[src/rtl/vliw_pkg.sv]
// Shared types and constants for the VLIW front end.
package vliw_pkg;

    localparam int unsigned BUNDLE_W  = 128;
    localparam int unsigned SLOT_W    = 32;
    localparam int unsigned NUM_SLOTS = 4;

    typedef enum logic [1:0] {
        IDLE,
        RUN,
        HALTED
    } fetch_state_t;

    localparam logic [BUNDLE_W-1:0] HALT_BUNDLE = '0;

    typedef struct packed {
        logic [31:0]         pc;
        logic [BUNDLE_W-1:0] bundle;
    } fetch_entry_t;

endpackage

[src/rtl/fetch_queue.sv]
// Synchronous FIFO of fetched bundles; head is read straight from storage.
module fetch_queue
    import vliw_pkg::*;
#(
    parameter int unsigned DEPTH = 4,
    localparam int unsigned CW = $clog2(DEPTH + 1),
    localparam int unsigned PW = (DEPTH > 1) ? $clog2(DEPTH) : 1
) (
    input  logic         clk,
    input  logic         rst,
    input  logic         push,
    input  logic         pop,
    input  logic         flush,
    input  fetch_entry_t din,
    output logic [CW-1:0] count,
    output fetch_entry_t head
);

    localparam logic [CW-1:0] FULL = CW'(DEPTH);
    localparam logic [PW-1:0] LAST = PW'(DEPTH - 1);

    fetch_entry_t    mem [DEPTH];
    logic [PW-1:0]   rd_ptr;
    logic [PW-1:0]   wr_ptr;
    logic            do_pop;
    logic            do_push;

    // A full queue still accepts a push when the head leaves in the same cycle.
    assign do_pop  = pop && (count != '0);
    assign do_push = push && ((count != FULL) || do_pop);
    assign head    = mem[rd_ptr];

    function automatic logic [PW-1:0] next_ptr(input logic [PW-1:0] p);
        return (p == LAST) ? '0 : p + 1'b1;
    endfunction

    always_ff @(posedge clk or negedge rst) begin
        if (!rst) begin
            rd_ptr <= '0;
            wr_ptr <= '0;
            count  <= '0;
            for (int unsigned i = 0; i < DEPTH; i++) begin
                mem[i] <= '0;
            end
        end else if (flush) begin
            rd_ptr <= '0;
            wr_ptr <= '0;
            count  <= '0;
        end else begin
            if (do_push) begin
                mem[wr_ptr] <= din;
                wr_ptr      <= next_ptr(wr_ptr);
            end
            if (do_pop) begin
                rd_ptr <= next_ptr(rd_ptr);
            end
            case ({do_push, do_pop})
                2'b10:   count <= count + 1'b1;
                2'b01:   count <= count - 1'b1;
                default: count <= count;
            endcase
        end
    end

endmodule

[src/rtl/fetch_unit.sv]
// Instruction fetch: PC, memory issue/capture, redirect and halt handling.
module fetch_unit
    import vliw_pkg::*;
#(
    parameter logic [31:0] RESET_PC   = 32'h0,
    parameter logic [31:0] PC_STEP    = 32'd16,
    parameter int unsigned FIFO_DEPTH = 4
) (
    input  logic                clk,
    input  logic                rst,
    input  logic                start,
    output logic [31:0]         mem_pc,
    input  logic [BUNDLE_W-1:0] mem_bundle,
    input  logic                redirect_valid,
    input  logic [31:0]         redirect_pc,
    output logic                bundle_valid,
    input  logic                bundle_ready,
    output logic [BUNDLE_W-1:0] bundle,
    output logic [31:0]         bundle_pc,
    output logic                halted
);

    localparam int unsigned CW = $clog2(FIFO_DEPTH + 1);
    localparam logic [CW:0] DEPTH_L = (CW + 1)'(FIFO_DEPTH);

    fetch_state_t  state_q, state_d;
    logic [31:0]   pc;
    logic [31:0]   inflight_pc;
    logic          inflight;
    logic [CW-1:0] count;
    logic [CW:0]   used;
    logic          redirect_en;
    logic          issue;
    logic          capture;
    logic          halt_hit;
    logic          push;
    logic          pop;
    fetch_entry_t  head;
    fetch_entry_t  din;
    logic          unused_lsb;

    assign unused_lsb = ^redirect_pc[3:0];

    // Space check counts the outstanding response but gives no credit for a same-cycle pop.
    assign used = {1'b0, count} + {{CW{1'b0}}, inflight};

    always_comb begin
        state_d     = state_q;
        redirect_en = redirect_valid && (state_q != IDLE);
        issue       = (state_q == RUN) && !redirect_valid && (used < DEPTH_L);
        capture     = inflight && (state_q == RUN) && !redirect_valid;
        halt_hit    = capture && (mem_bundle == HALT_BUNDLE);
        push        = capture && (mem_bundle != HALT_BUNDLE);
        pop         = bundle_valid && bundle_ready;
        din.pc      = inflight_pc;
        din.bundle  = mem_bundle;
        case (state_q)
            IDLE:    if (start) state_d = RUN;
            RUN:     if (!redirect_valid && halt_hit) state_d = HALTED;
            HALTED:  if (redirect_valid) state_d = RUN;
            default: state_d = IDLE;
        endcase
    end

    always_ff @(posedge clk or negedge rst) begin
        if (!rst) begin
            state_q     <= IDLE;
            pc          <= RESET_PC;
            inflight    <= 1'b0;
            inflight_pc <= '0;
        end else begin
            state_q  <= state_d;
            inflight <= issue;
            if (issue) begin
                inflight_pc <= pc;
            end
            if (redirect_en) begin
                pc <= {redirect_pc[31:4], 4'b0};
            end else if (issue && !halt_hit) begin
                pc <= pc + PC_STEP;
            end
        end
    end

    fetch_queue #(.DEPTH(FIFO_DEPTH)) u_queue (
        .clk   (clk),
        .rst   (rst),
        .push  (push),
        .pop   (pop),
        .flush (redirect_en),
        .din   (din),
        .count (count),
        .head  (head)
    );

    assign mem_pc       = pc;
    assign bundle_valid = (count != '0);
    assign bundle       = head.bundle;
    assign bundle_pc    = head.pc;
    assign halted       = (state_q == HALTED);

endmodule
[config.mk]
export PLATFORM = sky130hd
export DESIGN_NAME = fetch_unit
export DESIGN_NICKNAME = d
export VERILOG_FILES = /design/src/rtl/vliw_pkg.sv /design/src/rtl/fetch_queue.sv /design/src/rtl/fetch_unit.sv
export SDC_FILE = /design/constraint.sdc
export NUM_CORES = 1
export LEC_CHECK = 0
export ABC_AREA = 1
export CORE_ASPECT_RATIO = 0.8
export CORE_MARGIN = 4
export CORE_UTILIZATION = 59
export DETAILED_ROUTE_END_ITERATION = 12
export PLACE_DENSITY = 0.87
export REMOVE_ABC_BUFFERS = 1
export SYNTH_ARGS = -nofsm -noshare
export SYNTH_HDL_FRONTEND = slang
export SYNTH_SLANG_ARGS = --single-unit
[constraint.sdc]
create_clock -name clk -period 4.26 [get_ports clk]
set_input_delay 0.852 -clock clk [delete_from_list [all_inputs] [get_ports clk]]
set_output_delay 0.852 -clock clk [all_outputs]
set_load 0.1 [all_outputs]
==> results of run 1 <==
[sequential cells by signal, indices dropped and copies added (netlist names)]
signal and flops:
inflight 1, inflight_pc 28, mem_pc 28, state_q 2
u_queue.count 3, u_queue.mem 624, u_queue.rd_ptr 2, u_queue.wr_ptr 2
[cell type report]
| cell class | instances | area [µm²] |
|---|---|---|
| clock buffers | 94 | 1980 |
| repair buffers | 404 | 4890 |
| flip-flops and latches | 690 | 17300 |
| well taps | 693 | 867 |
| fillers | 3734 | 14800 |
| inverters | 217 | 832 |
| multi-input cells | 2554 | 11800 |
| clock inverters | 24 | 293 |
[critical path, cell delays in order (launching register included)]
cell     delay [ns]
dfrtp_4        0.98
buf_4          0.52
o21ai_0        0.16
o22ai_1        0.37
buf_4          0.37
[how the worst min path moves through the flow]
stage                     start          endpoint  slack (ns)
2_1_floorplan  u_queue.mem[160]  u_queue.mem[160]        0.45
3_3_place_gp   u_queue.mem[164]  u_queue.mem[164]        0.46
3_5_place_dp   u_queue.mem[254]  u_queue.mem[254]        0.46
4_1_cts                     rst   u_queue.mem[30]        0.35
5_1_grt                     rst   u_queue.mem[30]        0.36
6_report                    rst   u_queue.mem[30]        0.30
[per-stage QoR]
stage                     instances   TNS, ns  setup WS [ns]  area (µm²)  utilization (%)
after CTS                      4676         0          0.439       37900             71.9
after global routing           4676         0          0.270       37900             71.9
after global placement         4558         0          0.626       35600             67.6
after floorplan                3461  -1326.75          -8.45       29800                -
after detailed placement       4558         0          0.536       35600             67.6
final                          4676         0          0.378       37900             71.9
[layer usage]
| layer | track usage [%] | vias up | wire, µm |
|---|---|---|---|
| li1 | - | 12700 | - |
| met1 | 42.0 | 13200 | 35700 |
| met2 | 47.1 | 1457 | 40700 |
| met3 | 6.54 | 214 | 8360 |
| met4 | 10.7 | 2 | 2920 |
| met5 | 0 | - | 11 |
[cell families (layout without fill, tap and decap cells)]
family,count (synthesis),after routing,synth area share (%)
simple gates,1352,1352,16.7
compound gates,1170,1170,19.6
flops,690,690,54.6
buf+inv,482,739,8.33
xor+xnor,17,17,0.471
fa+ha+maj,7,7,0.301
other cells,1,8,0.0119
[cells in the final DEF (no fill, tap or decap), types with 104 or more instances in the layout]
cell type | Yosys | final
buf_12 | 0 | 110
buf_4 | 50 | 104
o21ai_0 | 517 | 517
clkdlybuf4s50_1 | 0 | 189
nand2_1 | 841 | 841
inv_1 | 214 | 213
nor2_1 | 438 | 437
o21ai_1 | 459 | 458
dfrtp_1 | 690 | 688
o22ai_1 | 156 | 156
==> impl_metrics.csv, run 1 <==
group,metric,value,unit
floorplan,io_pins,359,
synthesis,ys_types,36,
drt,first_iter_violations,3624,
critical_path,crit_path_start_kind,"register",
critical_path,cp-startpoint,"u_queue.rd_ptr[1]",
critical_path,required,3.41,ns
floorplan,dieArea,57400,µm²
synthesis,seq_area_frac_synth,54.6,%
clock_tree,clock_latency,0.60,ns
floorplan,dieHeight,215,µm
timing,tightest_slew,1.02,ns
grt,grt_pass1_vias,26600,
critical_path,r2r_cells,10,
timing,final-hold-violation-count,0,
synthesis,async_flop_share,100,%
drt,firstDrtPassIters,6,
floorplan,core,52700,µm²
final_layout,final_nets,4105,
drt,wl_per_cell,18.7,µm
timing,period_needed,3.88,ns
grt,grt_start_max_net_pins,175,
clock_tree,cts_tree,"yes",
place,gp_congestion,0.918,
drt,routed_wl,87.6,mm
drt,drc,0,
critical_path,rrSetupSlack,1.84,ns
clock_tree,post_cts_resized,0,
clock_tree,clk_pin_slew,0.07,ns
floorplan,start_util,60.0,%
critical_path,r2r_end,"u_queue.mem[297]",
timing,maxSlewViolCount,0,
synthesis,yosys_most_used_dff,"dfrtp_1",
clock_tree,root_buffer,"clkbuf_16",
timing,fin_hold_ws,0.297,ns
drt,vias_per_cell,5.90,
clock_tree,cts_made_buffers,66,
synthesis,syn_area_per_cell,8.50,µm²
synthesis,synth.top_cell.area_share,54.6,%
grt,antenna_found_initial,1,
timing,fin_worst_skew,0.0219,ns
synthesis,synth_area,31600,µm²
run,maxCapViolCount,0,
final_layout,area_delta_synth_final,19.9,%
critical_path,timing.rr.start,"u_queue.count[0]",
synthesis,ys_ff_latch,690,
synthesis,yosysMostFrequentCell,"nand2_1",
place,portBuffers,346,
clock_tree,ctsHoldBuffers,0,
final_layout,drive_gt1_share,9.69,%
floorplan,die_x,267,µm
synthesis,synth_area_leaders,"dfrtp_1, nand2_1, o21ai_0",
critical_path,endpoint,"bundle_pc[15]",
clock_tree,cts_num_sinks,690,
timing,period_share,91.1,%
outcome,status,"complete, no violations",
critical_path,arrival,3.03,ns
place,post-dp-hpwl,54.6,mm
critical_path,crit_type,"register to output pin",
clock_tree,cts_buffer_depth,3,
synthesis,yosys-top-cells-count,"nand2_1, dfrtp_1, o21ai_0",
synthesis,yosysTopAreaCell,"dfrtp_1",
grt,grt_usage,30.1,%
timing,rsz0062_at_grt,"no",
critical_path,endpoint_kind,"output pin",
timing,fmaxAchievable,258,MHz
drt,vias,27600,
clock_tree,cts_setup_buffers,0,
synthesis,syn-instance-count,3719,
grt,grt_first_pass_wirelength,140,mm
floorplan,num_rows,75,
clock_tree,htreeDepth,3,
final_layout,diodes,0,
grt,grt_overflow_total,0,
synthesis,synth_edf_count,0,
timing,max_slew_margin,32.0,%
critical_path,cp_max_fo,66,
drt,detail-route-antenna-nets,0,
synthesis,ys_warn_count,0,
timing,setup_violations,0,
worst_hold_path,hold_class,"primary input to asynchronous set/reset pin",
Power of run 1 is left out: the tool's default activity adds up to more than one toggle a clock period on the data nets, which glitch-free logic cannot reach.
==> run 2: changes to the inputs <==
CTS_CLUSTER_SIZE = 25   (was default)
PLACE_DENSITY = 0.83   (was 0.87)
==> run 2 against run 1 <==
Against the previous run:
- fmax up 0.61%
- non-clock buffer count up 9
- first-iteration DRC count is 10% lower
- sequential share of layout area grew 0.80 points
- die area stayed put
- clock skew increased by 0.0031 ns
- global-route usage is 0.88 points lower
- clock-buffer cell count increased by 1
- critical path depth unchanged
- critical endpoint is now bundle[60]
==> impl_metrics.csv, run 2 (synthesis results as in run 1) <==
group,metric,value,unit
critical_path,r2r_end,"u_queue.mem[353]",
final_layout,top_register,"u_queue.mem",
timing,fmaxAchievable,259,MHz
floorplan,dieArea,57400,µm²
grt,grt_pass1_vias,25600,
timing,period_needed,3.86,ns
critical_path,r2r_cells,10,
outcome,status,"complete, no violations",
final_layout,drive_gt1_share,9.80,%
clock_tree,clock_latency,0.60,ns
timing,max_slew_margin,29.1,%
drt,detail-route-antenna-nets,0,
critical_path,cp_max_fo,100,
clock_tree,cts_tree,"yes",
timing,final-hold-violation-count,0,
final_layout,largest_reg_flops,624,
place,portBuffers,346,
grt,antenna_found_initial,1,
run,maxCapViolCount,0,
drt,vias,27300,
clock_tree,cts_buffer_depth,3,
worst_hold_path,hold_class,"primary input to asynchronous set/reset pin",
grt,grt_first_pass_wirelength,136,mm
critical_path,crit_type,"register to output pin",
clock_tree,clk_pin_slew,0.06,ns
grt,grt_start_max_net_pins,171,
final_layout,area_delta_synth_final,17.8,%
drt,firstDrtPassIters,5,
critical_path,required,3.41,ns
critical_path,endpoint_kind,"output pin",
critical_path,timing.rr.start,"u_queue.count[0]",
grt,grt_overflow_total,0,
timing,maxSlewViolCount,0,
drt,drc,0,
clock_tree,root_buffer,"clkbuf_16",
critical_path,crit_path_start_kind,"register",
clock_tree,cts_setup_buffers,0,
floorplan,io_pins,359,
drt,routed_wl,84.9,mm
floorplan,start_util,60.0,%
place,post-dp-hpwl,53.6,mm
critical_path,critPathSlowestCell,"dfrtp_4",
drt,wl_per_cell,18.1,µm
grt,grt_usage,29.2,%
critical_path,rrSetupSlack,1.84,ns
clock_tree,cts_num_sinks,690,
clock_tree,cts_made_buffers,66,
final_layout,seq_area,17300,µm²
critical_path,slowest_delay,0.90,ns
final_layout,final_common_cell,"nand2_1",
timing,tightest_slew,1.06,ns
drt,vias_per_cell,5.83,
floorplan,core,52700,µm²
clock_tree,post_cts_resized,0,
floorplan,die_x,267,µm
clock_tree,ctsHoldBuffers,0,
floorplan,dieHeight,215,µm
place,gp_congestion,0.891,
critical_path,crit_chain,"buf_12, o21ai_0, o22ai_1, buf_4",
final_layout,fin_util,70.6,%
timing,period_share,90.6,%
critical_path,arrival,3.01,ns
timing,rsz0062_at_grt,"no",
clock_tree,htreeDepth,3,
critical_path,critPathBufInv,2,
drt,first_iter_violations,3246,
timing,setup_violations,0,
floorplan,num_rows,75,
final_layout,multi_input_area,11800,µm²
final_layout,fill_cells,4049,
critical_path,cp_top_family,"flip-flops",
timing,fin_worst_skew,0.0250,ns
final_layout,final_nets,4114,
final_layout,mostFrequentLayoutCells,"nand2_1, dfrtp_1, o21ai_0",
==> run 2: worst max-delay path by stage <==
stage	end	slack (ns)	startpoint	depth (start not counted)
after floorplan	bundle[0]	-8.45	u_queue.rd_ptr[0]	3
final	bundle[60]	0.40	u_queue.rd_ptr[1]	4
after global routing	bundle[85]	0.27	u_queue.rd_ptr[1]	5
after detailed placement	u_queue.mem[353]	0.51	mem_bundle[94]	13
after CTS	bundle[85]	0.44	u_queue.rd_ptr[1]	5
after global placement	u_queue.mem[250]	0.58	mem_bundle[94]	13
==> run 2: cell type report <==
type                            count  area share, %
Antenna cell                        1        0.00672
Clock buffer                       95           5.30
Clock inverter                     21          0.715
Inverter                          217           2.23
Multi-Input combinational cell   2554           31.6
Sequential cell                   690           46.4
Tap cell                          693           2.33
Timing Repair Buffer              413           11.5
==> run 2: stage by stage <==
step	hold WS, ns	instance area, µm²	setup TNS (ns)	std cells	setup WS (ns)
2_1_floorplan	0.448	29800	-1326.75	3461	-8.45
3_3_place_gp	0.459	35000	0	4567	0.579
3_5_place_dp	0.463	35000	0	4567	0.513
4_1_cts	0.299	37200	0	4683	0.440
5_1_grt	0.322	37300	0	4684	0.272
6_report	0.290	37300	0	4684	0.402
==> run 2: metal layers <==
| layer | global-route usage, % | routed length (µm) |
|---|---|---|
| met5 | 0 | 0 |
| met3 | 6.64 | 7600 |
| met1 | 42.7 | 35900 |
| met4 | 8.63 | 2260 |
| met2 | 44.2 | 39100 |
Power of run 2 is left out for the same reason.
